[src/rtl/riscv_pkg.sv]
// Shared definitions for the EX-stage shift unit: opcode encodings and FSM states.
package riscv_pkg;

  // Shift operation encodings as presented on the op port.
  localparam logic [1:0] SHIFT_OP_SLL = 2'b00;
  localparam logic [1:0] SHIFT_OP_SRL = 2'b01;
  localparam logic [1:0] SHIFT_OP_SRA = 2'b10;
  localparam logic [1:0] SHIFT_OP_RSV = 2'b11;

  // Iterative shift unit states.
  typedef enum logic [1:0] {
    IS_IDLE  = 2'b00,
    IS_SHIFT = 2'b01,
    IS_DONE  = 2'b10
  } is_state_t;

endpackage

[src/rtl/iterative_shift_unit_shift_step.sv]
// One-position shift step: existing left/right shifters at distance 1 plus an
// MSB-fill mux that turns the logical right shift into an arithmetic one.

// Fixed-distance logical left shifter.
module shift_left #(
  parameter int N = 32,
  parameter int L = 1
) (
  input  logic [N-1:0] x,
  output logic [N-1:0] y
);
  assign y = x << L;
endmodule

// Fixed-distance logical right shifter.
module shift_right #(
  parameter int N = 32,
  parameter int R = 1
) (
  input  logic [N-1:0] x,
  output logic [N-1:0] y
);
  assign y = x >> R;
endmodule

module shift_step
  import riscv_pkg::*;
#(
  parameter int N = 32
) (
  input  logic [N-1:0] w,
  input  logic [1:0]   op,
  output logic [N-1:0] y
);

  logic [N-1:0] shl_y;
  logic [N-1:0] shr_y;
  logic [N-1:0] sra_y;

  shift_left #(.N(N), .L(1)) u_shl (
    .x (w),
    .y (shl_y)
  );

  shift_right #(.N(N), .R(1)) u_shr (
    .x (w),
    .y (shr_y)
  );

  // Arithmetic right: logical result with the vacated MSB refilled from the sign.
  always_comb begin
    sra_y        = shr_y;
    sra_y[N-1]   = w[N-1];
  end

  // Select the step for the latched operation; reserved op leaves the word as is.
  always_comb begin
    y = w;
    unique case (op)
      SHIFT_OP_SLL: y = shl_y;
      SHIFT_OP_SRL: y = shr_y;
      SHIFT_OP_SRA: y = sra_y;
      SHIFT_OP_RSV: y = w;
      default:      y = w;
    endcase
  end

endmodule

[src/rtl/iterative_shift_unit.sv]
// Multi-cycle RV32I shift unit: shifts one bit position per clock, holding the
// pipeline via busy, and pulses done with a registered result.
module iterative_shift_unit
  import riscv_pkg::*;
#(
  parameter int N       = 32,
  parameter int SHAMT_W = 5
) (
  input  logic               clk,
  input  logic               rst,
  input  logic               start,
  input  logic [1:0]         op,
  input  logic [N-1:0]       a,
  input  logic [SHAMT_W-1:0] shamt,
  input  logic               flush,
  output logic               busy,
  output logic               done,
  output logic [N-1:0]       result
);

  is_state_t          state_q;
  is_state_t          state_d;
  logic [N-1:0]       work_q;
  logic [N-1:0]       result_q;
  logic [N-1:0]       step_y;
  logic [SHAMT_W-1:0] cnt_q;
  logic [1:0]         op_q;
  logic               accept;

  shift_step #(.N(N)) u_step (
    .w  (work_q),
    .op (op_q),
    .y  (step_y)
  );

  // Next-state logic; flush overrides everything, including a new start.
  always_comb begin
    state_d = state_q;
    accept  = 1'b0;
    unique case (state_q)
      IS_IDLE: begin
        if (start) begin
          accept  = 1'b1;
          state_d = (shamt != '0) ? IS_SHIFT : IS_DONE;
        end
      end
      IS_SHIFT: begin
        if (cnt_q == SHAMT_W'(1)) state_d = IS_DONE;
      end
      IS_DONE: begin
        if (start) begin
          accept  = 1'b1;
          state_d = (shamt != '0) ? IS_SHIFT : IS_DONE;
        end else begin
          state_d = IS_IDLE;
        end
      end
      default: state_d = IS_IDLE;
    endcase
    if (flush) begin
      state_d = IS_IDLE;
      accept  = 1'b0;
    end
  end

  // State register.
  always_ff @(posedge clk or posedge rst) begin
    if (rst) state_q <= IS_IDLE;
    else     state_q <= state_d;
  end

  // Working word, remaining count and latched op: load on accept, step in SHIFT.
  always_ff @(posedge clk or posedge rst) begin
    if (rst) begin
      work_q <= '0;
      cnt_q  <= '0;
      op_q   <= SHIFT_OP_SLL;
    end else if (accept) begin
      work_q <= a;
      cnt_q  <= shamt;
      op_q   <= op;
    end else if (state_q == IS_SHIFT && !flush) begin
      work_q <= step_y;
      cnt_q  <= cnt_q - SHAMT_W'(1);
    end
  end

  // Result is captured on the edge entering DONE so it is valid alongside done:
  // a zero-shift job takes the operand directly, otherwise the final step output.
  always_ff @(posedge clk or posedge rst) begin
    if (rst) begin
      result_q <= '0;
    end else if (state_d == IS_DONE) begin
      result_q <= accept ? a : step_y;
    end
  end

  assign busy   = (state_q == IS_SHIFT);
  assign done   = (state_q == IS_DONE);
  assign result = result_q;

endmodule

[config.mk]
export PLATFORM = sky130hd
export DESIGN_NAME = iterative_shift_unit
export DESIGN_NICKNAME = d
export VERILOG_FILES = /design/src/rtl/riscv_pkg.sv /design/src/rtl/iterative_shift_unit_shift_step.sv /design/src/rtl/iterative_shift_unit.sv
export SDC_FILE = /design/constraint.sdc
export NUM_CORES = 1
export LEC_CHECK = 0
export CORE_ASPECT_RATIO = 1.1
export CORE_UTILIZATION = 30
export DETAILED_ROUTE_END_ITERATION = 10
export PLACE_DENSITY = 0.55
export SYNTH_ARGS = -nofsm -noshare
export SYNTH_HDL_FRONTEND = slang
export SYNTH_SLANG_ARGS = --single-unit
export TNS_END_PERCENT = 50
[constraint.sdc]
create_clock -name clk -period 2.3 [get_ports clk]
set_input_delay 0.345 -clock clk [delete_from_list [all_inputs] [get_ports clk]]
set_output_delay 0.345 -clock clk [all_outputs]
set_load 0.01 [all_outputs]
# Yosys cells after proc, flatten, opt, wreduce, memory -nomap -nowiden
# Index checks and enable logic that the tools add are counted.
# Widths: inputs -> output; s select.
dict set report word_totals {
  wordCells 35
  regBits 73
}
dict set report op_classes {
  muxes 15
  eq_ne 7
  reduce_logical 7
  addsub 1
}
# cell count
set ops {}
lappend ops {{$pmux 32 s4} 1}
lappend ops {{$mux 32} 3}
lappend ops {{$mux 2} 5}
lappend ops {{$mux 5} 2}
lappend ops {{$eq 2x2->1 const B} 4}
lappend ops {{$pmux 2 s3} 1}
lappend ops {{$eq 5x1->1 const B} 1}
lappend ops {{$reduce_bool 5->1} 1}
lappend ops {{$sub 5x1->5 const B} 1}
lappend ops {{$eq 2x1->1 const B} 2}
lappend ops {{$logic_not 2->1} 2}
lappend ops {{$mux 1} 3}
lappend ops {{$reduce_bool 2->1} 1}
lappend ops {{$reduce_or 2->1} 1}
lappend ops {{$logic_and 1x1->1} 1}
lappend ops {{$logic_not 1->1} 1}

# Longest topological paths before layout
# Gate-level depths: netlist (run 1).
dict set report logic_depth {
  depth_word 6
  mapped_depth 8
  mapped_depth_nobuf 7
}

# Cells and area by module
# From an unflattened synthesis (run 1), not the netlist that was laid out.
dict set report hier_totals {
  hier_cells 513
  area_unflattened_um2 5116.2
}
# module cells_each area_each_um2 seq_area_each_um2 n_inst
set by_module_without_submodules {}
lappend by_module_without_submodules {iterative_shift_unit 340 3532.1 1826.8 1}
lappend by_module_without_submodules {shift_step 107 1096.1 0.0 1}
lappend by_module_without_submodules {shift_left 33 244.0 0.0 1}
lappend by_module_without_submodules {shift_right 33 244.0 0.0 1}

# Worst setup path after synthesis (run 1)
# No wires, ideal clock.
dict set report synth_timing {
  kind {flip-flop to flip-flop}
  from {register cnt_q[1]}
  to {register result_q[31] (netlist: result[31])}
  setup_ns 0.125
  period_less_slack_ns 1.732
  t_arrival_ns 1.607
  required_time_ns 2.175
  stages_incl_launch_ff 9
  n_path_buf 1
  path_slack_ns 0.568
  path_cell_list {dfrtp_1 > inv_1 > ha_1 > nor4b_4 > a22oi_2 > or2_4 > buf_6 > clkinv_4 > mux2_4}
}
dict set report synth_between {
  elab_chain_len 5
}
# element line_no
set synth_lines {}
lappend synth_lines {{from (decl)} iterative_shift_unit.sv:26} ;# logic [SHAMT_W-1:0] cnt_q;
lappend synth_lines {{from (signal assigned)} iterative_shift_unit.sv:80} ;# cnt_q <= shamt;
lappend synth_lines {{from (signal assigned)} iterative_shift_unit.sv:84} ;# cnt_q <= cnt_q - SHAMT_W'(1);
lappend synth_lines {{$eq 5x1->1} iterative_shift_unit.sv:48} ;# if (cnt_q == SHAMT_W'(1)) state_d = IS_DONE;
lappend synth_lines {{$mux 2} iterative_shift_unit.sv:48}
lappend synth_lines {{$pmux 2 s3} iterative_shift_unit.sv:40} ;# unique case (state_q)
lappend synth_lines {{$mux 2} iterative_shift_unit.sv:60} ;# if (flush) begin
lappend synth_lines {{via state_d[1]} iterative_shift_unit.sv:22} ;# is_state_t state_d;
lappend synth_lines {{$eq 2x2->1} iterative_shift_unit.sv:93} ;# end else if (state_d == IS_DONE) begin
lappend synth_lines {{to (signal assigned)} iterative_shift_unit.sv:94} ;# result_q <= accept ? a : step_y;
lappend synth_lines {{to (decl)} iterative_shift_unit.sv:24} ;# logic [N-1:0] result_q;
# The timed path passes the listed nets, and every way through them passes these cells.
# A chain may end at the register's enable or synchronous reset.

# Worst setup path after layout (run 1)
dict set report layout_timing {
  from {register state_q[0]}
  to {output busy}
}
dict set report layout_between {
  elab_chain_len 1
}
# element line_no
set layout_lines {}
lappend layout_lines {{from (decl)} iterative_shift_unit.sv:21} ;# is_state_t state_q;
lappend layout_lines {{from (signal assigned)} iterative_shift_unit.sv:69} ;# else state_q <= state_d;
lappend layout_lines {{$eq 2x1->1} iterative_shift_unit.sv:98} ;# assign busy = (state_q == IS_SHIFT);
lappend layout_lines {{to (decl)} iterative_shift_unit.sv:16} ;# output logic busy,
# Every way passes these cells.

==> impl_metrics.csv, run 1 <==
group,metric,value,unit
run_status,status,"finished clean",
power_and_ir_drop,p_leak,2.506,nW
power_and_ir_drop,combPwrFrac,38.1,%
clocking,h-tree-depth,3,
critical_path,timing.rr.end,"result[13]$_DFFE_PP0N_",
clocking,cts_resized,0,
yosys,dominantRegCellSynth,"dfrtp_1",
drt,viasPerCell,5.045,
timing,setup_viol,0,
yosys,synth_edf_count,0,
clocking,clock_sinks,73,
power_and_ir_drop,switching_share,33.96,%
critical_path,path_cells,"nor2b_2, clkdlybuf4s50_1",
power_and_ir_drop,finalPower,6.050,mW
yosys,yosys_warnings,0,
critical_path,r2r_cells,5,
yosys,synth_top_area_share,40.67,%
place,routabilityCongestion,0.7883,
finish,final_core_util,39.89,%
floorplanning,die_area,15470,sq um
critical_path,cp_max_fo,8,
finish,final_cell_mix,"mux2i_1, clkdlybuf4s50_1, dfrtp_1",
yosys,synth-async-reset-ratio,100.0,%
yosys,synth_top_area_cell,"dfrtp_1",
timing,slew_headroom,63.25,%
finish,n_antenna_cell,0,
critical_path,crit_path_start_kind,"flop",
timing,hold_violations,0,
critical_path,end_kind,"output pin",
timing,fin_skew,0.007813,ns
clocking,cts_tree,"built",
critical_path,cp_data_arrival_time,1.66,ns
timing,worst_pin_slew,0.5513,ns
yosys,ys_seq_elements,73,
drt,wl,12.13,mm
grt,grt_use_met3,3.103,%
grt,grt_pass1_wl,20.08,mm
floorplanning,initial_core_util,30.97,%
drt,drtPass1Iterations,6,
floorplanning,rows,46,
critical_path,r2r-start,"op_q[1]$_DFFE_PP0P_",
power_and_ir_drop,switchingPower,2.054,mW
floorplanning,die_h,130.3,um
drt,drcViolationCount,0,
clocking,cts-buffers-inserted,9,
drt,num_vias,3733,
finish,layout.cells.most_common,"mux2i_1",
yosys,postSynthAreaPerCell,9.397,sq um
place,place_hpwl,8.108,mm
grt,grt_antenna_before_repair,0,
place,pre_cts_ws,0.1182,ns
timing,fin_setup_tns,0,ns
finish,regArea,1832,sq um
critical_path,critPathKind,"reg -> out",
finish,multi_input_area,2437,sq um
power_and_ir_drop,vdd_drop_max,0.3916,mV
clocking,ctsHoldBuffers,0,
critical_path,r2r_setup_slack,0.43,ns
clocking,root_buffer,"clkbuf_16",
timing,final_max_slew_viol_count,0,
floorplanning,dieWidth,118.7,um
place,dp_cells,725,
grt,grt_pass1_vias,3854,
critical_path,critPathMaxStageDelay,0.56,ns
power_and_ir_drop,power_frac_seq,36.9,%
yosys,yosysSeqAreaShare,40.67,%
finish,fin_cells,740,
timing,period_share,87.10,%
drt,drt-wirelength-per-cell,16.39,um
floorplanning,core_area,14500,sq um
critical_path,required,1.96,ns
clocking,clockBufferDepth,2,
drt,ant_nets,0,
power_and_ir_drop,p_per_area,1046,nW/um^2
grt,gr-max-usage-layer,"met2",
finish,drive_above_1_share,9.124,%
place,dpl_cell_area,5474,sq um
place,port_buffers,76,
grt,met2_usage,27.28,%
finish,nFillCells,1476,
critical_path,slowest_stage,"clkdlybuf4s50_1",
power_and_ir_drop,power.share.clock,25.0,%
finish,area_growth,28.80,%
timing,setup_slack,0.2967,ns
drt,initialDrtViolationCount,164,
critical_path,critPathLaunch,"state_q[0]$_DFF_PP0_",
finish,nets,589,
yosys,syn_nets,523,
yosys,synthCells,478,
timing,min_period,2.003,ns
grt,grt_usage,16.48,%
worst_hold_path,hold_class,"in -> async",
yosys,synth.distinct_cells,44,
timing,fmax,0.4992,GHz
timing,whs,0.3947,ns
clocking,clk_latency,0.34,ns
run,maxCapViolations,0,
yosys,ys_top_cells_by_area,"dfrtp_1, mux2i_1, o21ai_0",
grt,overflow,0,
clocking,cts_setup_buffers,0,
clocking,clk_pin_slew,0.06,ns
floorplanning,ios,77,
power_and_ir_drop,p_int,3.995,mW
grt,gr-usage-met1,21.56,%
grt,grt_max_degree,74,
finish,fin_area,5786,sq um
timing,rsz0062_at_grt,"no",
yosys,netlist_area,4492,sq um
## cell families after synthesis
| kind of cell | after synthesis | share of synthesized area (%) |
|---|---|---|
| adders and majority gates | 2 | 0.5570 |
| AOI/OAI and AO/OA | 135 | 16.57 |
| xor gates and xnor gates | 5 | 0.9751 |
| buffers and inverters | 45 | 5.348 |
| and+or+nand+nor | 109 | 11.45 |
| DFF | 73 | 40.67 |
| muxes | 109 | 24.43 |
## critical path: cells and delay by family (launching register included)
kind          cells  cell delay [ns]
flops             1             0.52
simple gates      1             0.25
buf+inv           1             0.56
## Yosys cell counts (3+ instances only)
| master | count |
|---|---|
| buf_2 | 17 |
| a21oi_1 | 5 |
| nand2_1 | 49 |
| buf_6 | 4 |
| o21ai_0 | 59 |
| inv_1 | 4 |
| clkbuf_1 | 15 |
| dfrtp_1 | 73 |
| mux2i_1 | 107 |
| nor2_1 | 39 |
| o21ai_1 | 54 |
| buf_4 | 4 |
| a211oi_1 | 3 |
| xor2_1 | 3 |
## worst max-delay path by stage
stage | to | slack (ns) | cells after the start
2_1_floorplan | cnt_q[0]$_DFFE_PP0P_ | 0.10 | 1
3_3_place_gp | work_q[2]$_DFFE_PP0P_ | 0.18 | 6
3_5_place_dp | result[31]$_DFFE_PP0N_ | 0.12 | 6
4_1_cts | busy | 0.28 | 2
5_1_grt | busy | 0.25 | 2
6_report | busy | 0.30 | 2
## cell type report
type	count	share of cell area (%)
Timing Repair Buffer	95	16.26
Clock buffer	12	4.260
Clock inverter	3	1.125
Inverter	5	0.4109
Sequential cell	73	31.66
Tap cell	192	4.152
Multi-Input combinational cell	360	42.13
## registers in the layout, indices dropped and copies added, names as in the netlist
signal and count:
result 32, work_q 32, cnt_q 5, op_q 2, state_q 2
## metal layers
metal	share of wire (%)	vias up	routed length [um]
li1	-	1821	-
met1	47	1817	5723
met2	47	80	5701
met3	4.0	15	491
met4	1.7	0	208
met5	0	-	0
## power by group through the flow
| stage | logic (mW) | registers [mW] | clock network [mW] |
|---|---|---|---|
| final | 2.30 | 2.23 | 1.51 |
| after global placement | 2.27 | 2.24 | 0 |
| after CTS | 2.33 | 2.24 | 1.55 |
| after floorplan | 1.35 | 2.21 | 0 |
| after global routing | 2.55 | 2.33 | 1.61 |
| after detailed placement | 2.31 | 2.26 | 0 |
No activity file was read; power rests on OpenSTA's default activity.
==> inputs of run 2 (changes only) <==
--- a/config.mk
+++ b/config.mk
@@ -9,6 +9,7 @@
 export CORE_UTILIZATION = 30
 export DETAILED_ROUTE_END_ITERATION = 10
 export PLACE_DENSITY = 0.55
+export SKIP_CTS_REPAIR_TIMING = 1
 export SYNTH_ARGS = -nofsm -noshare
 export SYNTH_HDL_FRONTEND = slang
 export SYNTH_SLANG_ARGS = --single-unit
==> results of run 2 <==
The final DEF is identical to that of run 1; final timing and power are the same.
